===== config.mk =====
export PLATFORM = sky130hd
export DESIGN_NAME = id_hazard_scoreboard
export DESIGN_NICKNAME = d
export VERILOG_FILES = /design/src/rtl/id_hazard_scoreboard.sv
export SDC_FILE = /design/constraint.sdc
export NUM_CORES = 1
export LEC_CHECK = 0
export BUFFER_PORTS_ARGS = -buffer_cell sky130_fd_sc_hd__buf_2
export CAP_MARGIN = 20
export CORE_MARGIN = 2
export CORE_UTILIZATION = 25
export CTS_CLUSTER_SIZE = 24
export DETAILED_ROUTE_END_ITERATION = 8
export PLACE_DENSITY = 0.38
export REMOVE_ABC_BUFFERS = 1
export SYNTH_ARGS = -nofsm -noshare
export SYNTH_HDL_FRONTEND = slang
export SYNTH_SLANG_ARGS = --single-unit

===== constraint.sdc =====
create_clock -name clk -period 11.8 [get_ports clk]
set_input_delay 0.59 -clock clk [delete_from_list [all_inputs] [get_ports clk]]
set_output_delay 0.59 -clock clk [all_outputs]
set_load 0.05 [all_outputs]

===== src/rtl/id_hazard_scoreboard.sv =====
// id_hazard_scoreboard: decode-stage issue register that stalls on in-flight writers via a per-register pending scoreboard
module id_hazard_scoreboard #(
   parameter int DATA_W = 16,
   parameter int REG_AW = 4,
   parameter int MAX_PEND = 3,
   parameter int MAX_INFLIGHT = 4,
   parameter bit ZERO_REG = 1,
   parameter bit WB_BYPASS = 1,
   localparam int NUM_REGS = 2**REG_AW,
   localparam int PW = $clog2(MAX_PEND+1),
   localparam int IW = $clog2(MAX_INFLIGHT+1)
) (
   input  logic              clk,
   input  logic              rst,
   input  logic              in_valid,
   output logic              in_ready,
   input  logic [3:0]        in_opcode,
   input  logic [REG_AW-1:0] in_rs,
   input  logic [REG_AW-1:0] in_rt,
   input  logic [REG_AW-1:0] in_rd,
   input  logic              in_rs_used,
   input  logic              in_rt_used,
   input  logic              in_rd_write,
   input  logic [DATA_W-1:0] in_pc,
   output logic              out_valid,
   input  logic              out_ready,
   output logic [3:0]        out_opcode,
   output logic [REG_AW-1:0] out_rs,
   output logic [REG_AW-1:0] out_rt,
   output logic [REG_AW-1:0] out_rd,
   output logic              out_rd_write,
   output logic [DATA_W-1:0] out_pc,
   input  logic              wb_valid,
   input  logic [REG_AW-1:0] wb_rd,
   input  logic              flush,
   output logic              hazard,
   output logic [IW-1:0]     inflight,
   output logic [15:0]       stall_cycles
);
   logic [PW-1:0] pending [NUM_REGS];
   logic [PW-1:0] pend_nx [NUM_REGS];
   logic rs_pend, rt_pend, accept, inc, wb_hit, fl_raw, fl_hit;
   function automatic logic trk(input logic [REG_AW-1:0] a);
      return !ZERO_REG || a != '0;
   endfunction
   // a writeback retiring the last pending write clears the hazard in the same cycle
   assign rs_pend = pending[in_rs] != '0 && !(WB_BYPASS && wb_valid && wb_rd == in_rs && pending[in_rs] == PW'(1));
   assign rt_pend = pending[in_rt] != '0 && !(WB_BYPASS && wb_valid && wb_rd == in_rt && pending[in_rt] == PW'(1));
   assign hazard = in_valid && ((in_rs_used && rs_pend) || (in_rt_used && rt_pend) ||
                   (in_rd_write && trk(in_rd) && (pending[in_rd] == PW'(MAX_PEND) || inflight == IW'(MAX_INFLIGHT))));
   assign in_ready = !hazard && !flush && (!out_valid || out_ready);
   assign accept = in_valid && in_ready;
   assign inc = accept && in_rd_write && trk(in_rd);
   assign wb_hit = wb_valid && trk(wb_rd) && pending[wb_rd] != '0;
   assign fl_raw = flush && out_valid && out_rd_write && trk(out_rd);
   // the flush decrement only applies if the counter is still non-zero after any same-cycle writeback
   assign fl_hit = fl_raw && pending[out_rd] > PW'(wb_hit && wb_rd == out_rd);
   always_comb begin
      for (int i = 0; i < NUM_REGS; i++)
         pend_nx[i] = pending[i] + PW'(inc && in_rd == REG_AW'(i)) - PW'(wb_hit && wb_rd == REG_AW'(i))
                      - PW'(fl_hit && out_rd == REG_AW'(i));
   end
   always_ff @(posedge clk or negedge rst) begin
      if (!rst) begin
         for (int i = 0; i < NUM_REGS; i++) pending[i] <= '0;
         inflight <= '0;
         stall_cycles <= '0;
      end else begin
         for (int i = 0; i < NUM_REGS; i++) pending[i] <= pend_nx[i];
         inflight <= inflight + IW'(inc) - IW'(wb_hit) - IW'(fl_hit);
         stall_cycles <= stall_cycles + 16'(hazard && stall_cycles != 16'hFFFF);
      end
   end
   always_ff @(posedge clk or negedge rst) begin
      if (!rst) begin
         out_valid <= 1'b0;
         out_opcode <= '0;
         out_rs <= '0;
         out_rt <= '0;
         out_rd <= '0;
         out_rd_write <= 1'b0;
         out_pc <= '0;
      end else begin
         out_valid <= accept || (out_valid && !out_ready && !flush);
         if (accept) begin
            out_opcode <= in_opcode;
            out_rs <= in_rs;
            out_rt <= in_rt;
            out_rd <= in_rd;
            out_rd_write <= in_rd_write;
            out_pc <= in_pc;
         end
      end
   end
endmodule

**Word-level counts from Yosys, hierarchy flattened**

Index checks and enable logic that the tools add are counted.
Widths: inputs -> output; s select.

- Register bits after elaboration: 85
- Output and inout bits: 55
- Logic and storage cells: 250

- $add $sub $neg: 52
- Magnitude comparators: 6
- Equal/unequal tests: 53
- Muxes and demuxes: 15
- Bitwise logic cells: 5
- Reductions and logical operators: 94

Operators with widths:

| cell | count |
|---|---|
| $eq 4x4->1 const B | 24 |
| $logic_and 1x1->1 | 74 |
| $sub 2x1->2 | 32 |
| $eq 4x3->1 const B | 12 |
| $bmux 2 s4 | 5 |
| $add 2x1->2 | 16 |
| $ge 5x5->1 const B | 5 |
| $not 4->5 | 5 |
| $eq 4x2->1 const B | 6 |
| $mux 2 | 10 |
| $add 16x1->16 | 1 |
| $ne 16x16->1 const B | 1 |
| $eq 4x1->1 const B | 3 |
| $eq 4x4->1 | 3 |
| $logic_not 4->1 | 3 |
| $reduce_bool 4->1 | 3 |
| $logic_not 1->1 | 6 |
| $reduce_bool 2->1 | 3 |
| $sub 3x1->3 | 2 |
| $logic_or 1x1->1 | 5 |
| $eq 2x1->1 const B | 2 |
| $add 3x1->3 | 1 |
| $eq 3x3->1 const B | 1 |
| $eq 2x2->1 const B | 1 |
| $gt 2x1->1 | 1 |

**Depth between registers and ports, before layout**

- Depth after elaboration: 22
- Depth in mapped cells: 19
- Gate-level depth less buffers: 18

**Worst setup path after synthesis**

No wires, ideal clock.

- Kind: flip-flop to flip-flop
- From: register out_rd[0]
- To: register pending[23] (netlist name)
- Data arrival time: 4392 ps
- Slack: 7283 ps
- Cell stages (with the launch flop): 16
- Buffers on the path: 2
- Cell sequence: dfrtp_1 -> buf_2 -> clkbuf_1 -> mux4_2 -> mux4_2 -> inv_1 -> ha_1 -> nor2_1 -> o2111a_1 -> o41ai_1 -> or3_1 -> or2_2 -> fa_1 -> ha_1 -> xor2_1 -> xnor2_1

RTL lines:

| what | RTL line | RTL |
|---|---|---|
| from (decl) | 30 | `output logic [REG_AW-1:0] out_rd,` |
| from (signal assigned) | 89 | `out_rd <= in_rd;` |
| to (decl) | 40 | `logic [PW-1:0] pending [NUM_REGS];` |

==> results.md <==
- Status: finished, final reports clean
- Clk_skew: between 6 and 7 ps
- Total power after layout: about 1.7 mW
- Setup TNS: 0 ps
- Clock transition at the registers of the reported paths: about 70 ps
- Routability cong.: 0.838
- Syn. warnings: 0
- Clk Latency, worst-skew pair: around 350 ps
- Dominant synthesized flop cell: dfrtp_1
- Multi-input gate area: ~3300 um2
- Power per cell area: 260 nW/um2
- Post-synth EDFFs: 0
- Bufs on Longest Clock Path: 2
- Synth unique cells: 48
- Synth Cell Area: approximately 5700 um2
- CTS sink count: 85
- Cts hold-fix bufs: 0
- CP startpoint kind: input port
- Resize count post-CTS: 0
- Vias in the first global route: around 4600
- Minimum clock period: ~4500 ps
- Port-buffer cells: between 90 and 100
- Routed Antenna Nets: 0
- Slew HR: 41.2%
- DP HPWL: 12.5 mm
- I/O pin total: 100
- Worst path slowest cell: fa_1
- N_diodes: 0
- Vias: 4207
- Layout area overhead: 18.0%
- Fraction of registers with async set/reset: 100%
- Core Area: 22400 um2
- Hold Violations, Final: 0
- Gr ovfl total: 0
- FP Rows: 55
- Yosys reg bits: between 80 and 90
- Max Freq: 223 MHz
- Max-slew violation count: 0
- Die Height: around 150 um
- Die ar.: ~24000 um2
- R2R Path End: pending[23]
- H-tree levels: 3
- Setup WS pre-CTS: 6940 ps
- Clock root buffer master: clkbuf_16
- Final nets: 654
- Leakage: roughly 2.9 nW
- Initial antenna violation count: 0
- First-pass GRT wire length: around 28 mm
- Initial DRC Count: just under 300
- Worst-path fanout max: 22
- Crit end category: register
- Worst Reg2Reg Path Length in Cells: 17
- Hold/Removal Path Class: in -> async
- Crit-path cells: buf_2 -> nor3_1 -> a211oi_1 -> a211oi_1 -> a211o_1 -> a21boi_0 -> o41ai_1 -> nor2_1 -> ha_1 -> nor2_1 -> o2111a_1 -> o41ai_1 -> or3_1 -> or2_2 -> fa_1 -> ha_1 -> xor2_1 -> xnor2_1
- Post-Layout Cell Count: 860
- FILL cells: 2328
- Critical R2R Launch: pending[21]
- Worst path max stage delay: between 400 and 500 ps
- Crit path from: wb_rd[1]
- Vias per cell: 4.89
- Register area share after synthesis: between 30% and 40%
- Synth Instances: between 400 and 500
- CTS tree: done
- Post-DP Area: approximately 6400 um2
- Max Cap Violations: 0
- Post-DR wirelength/cell: slightly above 20 um
- Storage element area: 2130 um2
- Post-route core utilization: a little under 30%
- DRC Markers: 0
- Worst setup endpoint: pending[23]
- Final WL: around 17 mm
- Reg2reg setup slack: ~7300 ps
- Worst setup margin: 7310 ps
- CP required: between 10000 and 15000 ps
- Max VDD drop: 0.0995 mV
- Period utilization: 38.1%
- Hold Slack: 133 ps
- RSZ-0062 raised after global routing: no
- GR Util All Layers: roughly 15%
- Post-CTS setup repair buffer count: 0
- Inst Count DP: roughly 840
- Initial Utilization: between 20 and 30%
- Setup Crit Path Kind: in -> reg
- Iteration count of the initial detailed-routing pass: 5
- Largest net degree at the start of global routing: 64
- Layout cell share with drive strength beyond 1: 26.4%
- CTS buffer count: 9
- Synthesized area per cell: ~12 um2
- CP arrival: 4720 ps
- Final setup fails: 0
- Worst Tran Pin Value: approximately 880 ps
- Die W: between 150 and 200 um
- Post-route design area: ~6700 um2
critical path, delay by kind of cell:
family / cells / cell delay, ps
XOR/XNOR: 2 / 270
adder cells (fa/ha/maj): 3 / 870
buffers and inverters: 1 / 340
AND/OR/NAND/NOR: 5 / 1090
AO/OA/AOI/OAI: 7 / 1570
final cells by class:
class | count | area share (%)
repair buffers | 101 | 7.68
multi-input cells | 359 | 49.8
clock buffers | 13 | 3.90
well taps | 285 | 5.34
clock inverters | 3 | 0.656
flip-flops and latches | 85 | 31.9
inverters | 14 | 0.787
registers in the layout (all words and copies together), names as in the netlist:
signal / count
pending: 32
out_pc: 16
stall_cycles: 16
out_opcode: 4
out_rd: 4
out_rs: 4
out_rt: 4
inflight: 3
out_rd_write: 1
out_valid: 1
worst min-delay path by stage:
stage,to,cells past startpoint,from
2_1_floorplan,inflight[0],0,rst
3_3_place_gp,out_pc[2],1,out_pc[2]
3_5_place_dp,out_pc[3],1,out_pc[3]
4_1_cts,stall_cycles[13],1,rst
5_1_grt,stall_cycles[13],1,rst
6_report,stall_cycles[13],1,rst
layer usage:
metal	routed length, um	vias to the layer above	part of all wire [%]	track usage [%]
li1	-	1905	-	-
met1	7660	2143	44	20.5
met2	8330	133	48	25.1
met3	988	26	5.7	3.00
met4	374	0	2.2	4.54
met5	0	-	0	0
placed cells by master (no fill, tap or decap), types with 4 or more instances in the layout:
| cell | n |
|---|---|
| nor2b_1 | 9 |
| nand3_1 | 22 |
| clkbuf_16 | 9 |
| mux4_2 | 30 |
| buf_2 | 98 |
| nand2_1 | 26 |
| nand2b_1 | 5 |
| a22oi_1 | 5 |
| ha_1 | 23 |
| mux2_1 | 30 |
| or3_1 | 10 |
| nor3_1 | 19 |
| nor2_1 | 31 |
| xnor2_1 | 37 |
| mux2i_1 | 13 |
| inv_1 | 14 |
| xor2_1 | 21 |
| a21oi_1 | 9 |
| dfrtp_1 | 85 |
| and3_1 | 7 |
| and2_1 | 4 |
| fa_1 | 16 |
| nand4_1 | 5 |
Yosys cell counts, types with 2 or more instances:
| library cell | number | area [um2] |
|---|---|---|
| nand3_1 | 22 | 110 |
| buf_6 | 5 | 56.3 |
| nor2b_1 | 9 | 56.3 |
| o21ai_0 | 3 | 15.0 |
| clkbuf_1 | 12 | 45.0 |
| xnor2_1 | 37 | 324 |
| and2_1 | 4 | 25.0 |
| dfrtp_1 | 85 | 2130 |
| mux2i_1 | 13 | 130 |
| mux2_4 | 2 | 30.0 |
| a22oi_1 | 5 | 37.5 |
| a21oi_1 | 9 | 45.0 |
| or4_1 | 2 | 15.0 |
| or2_2 | 3 | 18.8 |
| and3b_1 | 2 | 17.5 |
| or3_1 | 10 | 62.6 |
| nand2b_1 | 5 | 31.3 |
| fa_1 | 16 | 320 |
| and3_1 | 7 | 43.8 |
| inv_1 | 14 | 52.6 |
| o41ai_1 | 2 | 17.5 |
| a211oi_1 | 3 | 22.5 |
| a221oi_1 | 2 | 17.5 |
| mux4_2 | 30 | 676 |
| nand2_1 | 26 | 97.6 |
| xor2_1 | 21 | 184 |
| buf_2 | 11 | 55.1 |
| a2111oi_0 | 2 | 17.5 |
| nor3_1 | 19 | 95.1 |
| mux2_1 | 30 | 338 |
| nor2_1 | 31 | 116 |
| ha_1 | 23 | 288 |
| a211o_1 | 2 | 17.5 |
| nand4_1 | 5 | 31.3 |
power breakdown:
| group | switching [mW] | leakage [nW] | internal (mW) |
|---|---|---|---|
| logic | 0.476 | 1.68 | 0.305 |
| clock network | 0.126 | 0.150 | 0.176 |
| registers | 0.234 | 1.04 | 0.417 |
kinds of logic after synthesis:
| kind of cell | count (synthesis) | synth area share (%) |
|---|---|---|
| xor gates and xnor gates | 58 | 8.97 |
| AOI/OAI and AO/OA | 36 | 4.64 |
| muxes | 75 | 20.7 |
| other | 1 | 0.0662 |
| buffers and inverters | 43 | 3.76 |
| and+or+nand+nor | 149 | 13.5 |
| DFF | 85 | 37.6 |
| adders and majority gates | 39 | 10.7 |
(Power assumes the default switching activity.)
